===== src/rtl/seq_detect_ctrl.sv =====
// Run-time programmable serial pattern detector with IDLE/RUN controller,
// saturating match counter and a one-entry valid/ready event register.
// Optional feature macro: SEQ_DETECT_CTRL_IRQ_EN (adds irq / irq_clr).
module seq_detect_ctrl #(
  parameter int MAX_LEN = 8,
  parameter int LEN_W   = 5,
  parameter int CNT_W   = 16
) (
  input  logic               clk,
  input  logic               rst,
  input  logic               cfg_we,
  input  logic [MAX_LEN-1:0] cfg_pattern,
  input  logic [LEN_W-1:0]   cfg_len,
  input  logic               cfg_overlap,
  input  logic               start,
  input  logic               stop,
  input  logic               din_valid,
  input  logic               din,
  output logic               busy,
  output logic               cfg_err,
  output logic               match,
  output logic [CNT_W-1:0]   match_cnt,
  output logic               evt_valid,
  input  logic               evt_ready,
  output logic [CNT_W-1:0]   evt_pos,
  output logic               evt_ovf
`ifdef SEQ_DETECT_CTRL_IRQ_EN
  ,
  output logic               irq,
  input  logic               irq_clr
`endif
);

  typedef enum logic {IDLE, RUN} state_t;

  localparam logic [LEN_W-1:0] LEN_MAX = LEN_W'(MAX_LEN);

  state_t             state;
  logic [MAX_LEN-1:0] pat;
  logic [LEN_W-1:0]   len;
  logic               ovl;
  logic [MAX_LEN-1:0] hist;
  logic [LEN_W-1:0]   fill;
  logic [CNT_W-1:0]   bit_pos;

  logic [MAX_LEN-1:0] hist_nxt;
  logic [LEN_W-1:0]   fill_nxt;
  logic [MAX_LEN-1:0] len_mask;
  logic               accept;
  logic               hit;

  function automatic logic [CNT_W-1:0] sat_cnt(input logic [CNT_W-1:0] v);
    return (&v) ? v : v + CNT_W'(1);
  endfunction

  function automatic logic [LEN_W-1:0] sat_fill(input logic [LEN_W-1:0] v);
    return (v >= LEN_MAX) ? LEN_MAX : v + LEN_W'(1);
  endfunction

  assign busy    = (state == RUN);
  assign cfg_err = (len == '0) || (len > LEN_MAX);

  // Match is judged on the history and fill as they will be after this bit.
  always_comb begin
    len_mask = '0;
    for (int i = 0; i < MAX_LEN; i++)
      len_mask[i] = (LEN_W'(i) < len);
    accept   = (state == RUN) && din_valid && !stop;
    hist_nxt = {hist[MAX_LEN-2:0], din};
    fill_nxt = sat_fill(fill);
    hit      = accept && (fill_nxt >= len) &&
               (((hist_nxt ^ pat) & len_mask) == '0);
  end

  always_ff @(posedge clk or negedge rst) begin
    if (!rst) begin
      state     <= IDLE;
      pat       <= '0;
      len       <= '0;
      ovl       <= 1'b0;
      hist      <= '0;
      fill      <= '0;
      bit_pos   <= '0;
      match     <= 1'b0;
      match_cnt <= '0;
      evt_valid <= 1'b0;
      evt_pos   <= '0;
      evt_ovf   <= 1'b0;
`ifdef SEQ_DETECT_CTRL_IRQ_EN
      irq       <= 1'b0;
`endif
    end else begin
      match <= hit;
      if (hit)
        match_cnt <= sat_cnt(match_cnt);

      // A pending event blocks new ones unless it is being consumed this cycle.
      if (hit) begin
        if (!evt_valid || evt_ready) begin
          evt_valid <= 1'b1;
          evt_pos   <= bit_pos;
        end else begin
          evt_ovf   <= 1'b1;
        end
      end else if (evt_valid && evt_ready) begin
        evt_valid <= 1'b0;
      end

`ifdef SEQ_DETECT_CTRL_IRQ_EN
      if (hit)
        irq <= 1'b1;
      else if (irq_clr)
        irq <= 1'b0;
`endif

      case (state)
        IDLE: begin
          if (cfg_we) begin
            pat <= cfg_pattern;
            len <= cfg_len;
            ovl <= cfg_overlap;
          end
          if (start && !stop && !cfg_err) begin
            state     <= RUN;
            hist      <= '0;
            fill      <= '0;
            bit_pos   <= '0;
            match_cnt <= '0;
            evt_valid <= 1'b0;
            evt_ovf   <= 1'b0;
          end
        end
        RUN: begin
          if (stop) begin
            state <= IDLE;
          end else if (accept) begin
            hist    <= hist_nxt;
            fill    <= (hit && !ovl) ? '0 : fill_nxt;
            bit_pos <= bit_pos + CNT_W'(1);
          end
        end
        default: state <= IDLE;
      endcase
    end
  end

endmodule


===== config.mk =====
export PLATFORM = sky130hd
export DESIGN_NAME = seq_detect_ctrl
export DESIGN_NICKNAME = d
export VERILOG_FILES = /design/src/rtl/seq_detect_ctrl.sv
export SDC_FILE = /design/constraint.sdc
export NUM_CORES = 1
export LEC_CHECK = 0
export CAP_MARGIN = 0
export CORE_MARGIN = 1.5
export CORE_UTILIZATION = 40
export DETAILED_ROUTE_END_ITERATION = 16
export SLEW_MARGIN = 20
export SYNTH_ARGS = -nofsm -noshare
export SYNTH_HDL_FRONTEND = slang
export SYNTH_SLANG_ARGS = --single-unit
export TNS_END_PERCENT = 10

===== constraint.sdc =====
create_clock -name clk -period 3.04 [get_ports clk]
set_clock_uncertainty 0.2 [all_clocks]
set_input_delay 0.608 -clock clk [delete_from_list [all_inputs] [get_ports clk]]
set_output_delay 0.608 -clock clk [all_outputs]
set_load 0.02 [all_outputs]

==> results.py <==
metrics = {
    "cts": {
        "cts-root-to-sink-buffers": 2,
        "worst_setup_hold_path_clk_slew_ps": 100,
        "clockRootBuffer": "sky130_fd_sc_hd__clkbuf_8",
        "clock_tree.htree_level_count": 3,
        "cts_num_sinks": 78,
        "hold_buffers": 0,
        "worstSkewPairLatency_ps": 350,
        "cts_made_buffers": 9,
        "cts_tree": "built",
    },
    "yosys": {
        "synth_compound_gate_area_share_pct": 10.6,
        "synthAdderAreaFrac_pct": 2.92,
        "synth_top_cell_area_share_pct": 50.6,
        "synth_xor_xnor_area_share_pct": 5.22,
        "ys_async_sr_fraction_pct": 100,
        "synth_edf_count": 0,
        "synthesized_netlist_cell_count": 360,
        "synth_top_family_by_area": "simple AND/OR/NAND/NOR gates",
        "post_synth.cell_area_avg_sq_um": 10.7,
        "synth_area_leader_cell": "sky130_fd_sc_hd__dfrtp_1",
        "synth_fp_nets": 391,
        "netlist-cell-type-count": 52,
        "combined_area_of_all_synthesized_cells_sq_um": 3860,
        "synth-warning-count": 0,
        "sequential_cell_area_fraction_in_the_yosys_report_pct": 50.6,
        "synth.ff_latch_count": 78,
        "synth-simple-area-share_pct": 19.1,
        "yosys_most_used_dff": "sky130_fd_sc_hd__dfrtp_1",
        "synth.area.mux_share_pct": 8.79,
        "main_area_contributors_after_synthesis": "sky130_fd_sc_hd__dfrtp_1, sky130_fd_sc_hd__mux2_2, sky130_fd_sc_hd__mux2_4",
    },
    "setup_path": {
        "critPathLaunchType": "flip-flop",
        "crit_path_max_fanout": 6,
        "worstSetupPathType": "flip-flop to output pin",
        "cp_slowest_cell": "sky130_fd_sc_hd__clkdlybuf4s50_1",
        "timing.critical_path.cells": "or4_1, nand3_1, clkdlybuf4s50_1",
        "critical-path-max-stage-delay_ps": 600,
        "arrival_ps": 2110,
        "timing.critical_path.to_type": "output pin",
        "timing.critical_path.required_ps": 2230,
    },
    "power_and_ir_drop": {
        "leakagePower_nw": 2.10,
        "power-per-cell-area_nw_per_um2": 495,
        "irDropWorstVdd_v": 0.000221,
    },
    "route": {
        "post_drt_wl_per_cell_microns": 15.0,
        "drt_pre_antenna_iters": 4,
        "total_via_count_after_detailed_routing": 3000,
        "finalWirelength_microns": 8420,
        "drtAntennaViolNets": 0,
        "drc_errors": 0,
        "1st_iter_drt_viols": 160,
        "viasPerCell": 5.36,
    },
    "die": {
        "floorplan.rows": 35,
        "initial_core_util_pct": 41.6,
        "placeableCoreArea_sq_um": 9280,
        "fp.dieW_microns": 101,
        "boundaryPins": 59,
        "chipHeight_microns": 101,
        "die_area_sq_um": 10200,
    },
    "cells_and_area": {
        "final_layout_size_suffix_gt1_share_pct": 14.8,
        "final_core_util_pct": 52.0,
        "ff_latch_area_sq_um": 1950,
        "antenna-diode-count": 0,
        "multi_input_comb_area_sq_um": 1830,
        "layout-area-overhead-vs-synth_pct": 25.0,
        "nets": 457,
        "fill_cells": 874,
    },
    "global_routing": {
        "number_of_antenna_violations_at_the_first_check_in_global_routing": 0,
        "grt_start_max_net_pins": 79,
        "first_global_vias": 2926,
        "globalRouteOverflowTotal": 0,
        "first_pass_grt_wire_length_microns": 14200,
        "grt.total_usage_pct": 17.7,
    },
    "sta": {
        "max_slew_margin_pct": 53.9,
        "slew_violations": 0,
        "worst_slew_pin_slew_ps": 692,
        "rsz_0062_raised_after_global_routing": "false",
        "maxClockFrequency_mhz": 343,
        "final_hold_viol_count": 0,
        "final.period_utilization_pct": 95.8,
        "min_setup_slack_post_route_ps": 127,
        "final.setup.tns_ps": 0,
        "layout_min_cycle_time_ps": 2910,
        "setup_viol": 0,
    },
    "placement": {
        "gpl.final_weighted_congestion": 0.820,
        "port_buffers": 58,
        "detailed_place_hpwl_microns": 5800,
        "dp_slack_ps": 48.3,
    },
    "run_status": {
        "outcome": "complete, no violations",
    },
    "job": {
        "max_cap_viol_count": 0,
    },
    "worst_hold_path": {
        "hold_path.class": "input pin to async pin",
    },
}
[layout by cell type (no fill, tap or decap), drive strengths merged, types with 2 or more instances in the layout]
cell and n:
dfrtp 78, clkdlybuf4s50 57, nand2 35, nor2 26
mux2 25, o21ai 20, nand3 18, a21oi 17
xnor2 13, inv 13, nand4 12, xor2 10
buf 10, ha 9, clkbuf 9, o31ai 8
and3 8, a22o 8, or4 7, or3 6
nor3 6, nor4 5, o211ai 4, clkinv 4
nand2b 3, a31oi 2, nand3b 2, mux2i 2
[cell usage after synthesis (8+ instances only)]
cell                        n
sky130_fd_sc_hd__a21oi_1   17
sky130_fd_sc_hd__a22o_1     8
sky130_fd_sc_hd__and3_1     8
sky130_fd_sc_hd__clkbuf_1   8
sky130_fd_sc_hd__dfrtp_1   78
sky130_fd_sc_hd__ha_1       9
sky130_fd_sc_hd__inv_1      9
sky130_fd_sc_hd__mux2_2    15
sky130_fd_sc_hd__mux2_4    10
sky130_fd_sc_hd__nand2_1   33
sky130_fd_sc_hd__nand3_1   18
sky130_fd_sc_hd__nand4_1   10
sky130_fd_sc_hd__nor2_1    25
sky130_fd_sc_hd__o21ai_0   19
sky130_fd_sc_hd__o31ai_1    8
sky130_fd_sc_hd__xnor2_1   13
sky130_fd_sc_hd__xor2_1    10
[layout make-up]
type | count | share of cell area (%)
Sequential cell | 78 | 40.5
Clock buffer | 9 | 2.57
Multi-Input combinational cell | 260 | 38.0
Inverter | 10 | 0.804
Timing Repair Buffer | 67 | 13.5
Tap cell | 129 | 3.35
Clock inverter | 7 | 1.32
[cell families after synthesis]
kind of cell | Yosys count
AND/OR/NAND/NOR | 134
flip-flops | 78
AO/OA/AOI/OAI | 65
multiplexers | 27
XOR/XNOR | 23
buffers and inverters | 23
adder cells (fa/ha/maj) | 9
other | 1
[worst max-delay path, delay by kind of cell (launching register included)]
| kind | cells | cell delay (ps) |
|---|---|---|
| AND/OR/NAND/NOR | 2 | 720 |
| buffers and inverters | 1 | 600 |
| flip-flops | 1 | 440 |
[per-stage QoR]
| stage | cell area [sq um] | power (mW) | hold slack [ps] | instances |
|---|---|---|---|---|
| 5_1_grt | 4820 | 2.54 | 142 | 560 |
| 4_1_cts | 4780 | 2.40 | 256 | 558 |
| 6_report | 4820 | 2.39 | 89.8 | 560 |
| 3_3_place_gp | 4590 | 1.64 | 270 | 542 |
| 3_5_place_dp | 4590 | 1.66 | 271 | 542 |
| 2_1_floorplan | 3860 | 1.49 | 112 | 360 |
[power breakdown]
group / switching (mW) / internal (mW)
clock: 0.422 / 0.315
combinational: 0.255 / 0.194
sequential: 0.0896 / 1.11
total: 0.767 / 1.62
[state kept, by name, indices dropped and copies added, names as in the netlist]
name       flops
evt_ovf        1
len            5
busy           1
hist           7
pat            8
evt_pos       16
ovl            1
bit_pos       16
match          1
fill           5
evt_valid      1
match_cnt     16
[final timing paths]
| path | endpoint | cells past startpoint | slack (ps) | from |
|---|---|---|---|---|
| worst max-delay path | cfg_err | 3 | 130 | len[2] |
| worst max register to register | match_cnt[9] | 10 | 190 | fill[0] |
| worst min-delay path | evt_pos[9] | 1 | 90 | rst |
| min in group clk | evt_ovf | 2 | 290 | evt_ovf |
| worst min register to register | evt_ovf | 2 | 290 | evt_ovf |
| max in group asynchronous | match_cnt[14] | 1 | 2090 | rst |
[repair_timing]
item | in CTS | in global routing
setup endpoints to repair | 0 | 20
resized for setup | 0 | 4
setup buffers | 0 | 1
endpoints found under the hold margin | 0 | 0
[layer usage]
metal  vias to the layer above  track usage [%]  share of wire, %
met5                         -                0                 0
met4                         0             6.52               1.4
met3                         9             2.69               4.0
met2                        75             28.9                48
met1                      1476             24.0                47
li1                       1440                -                 -
Power figures use the tool's default switching activity.
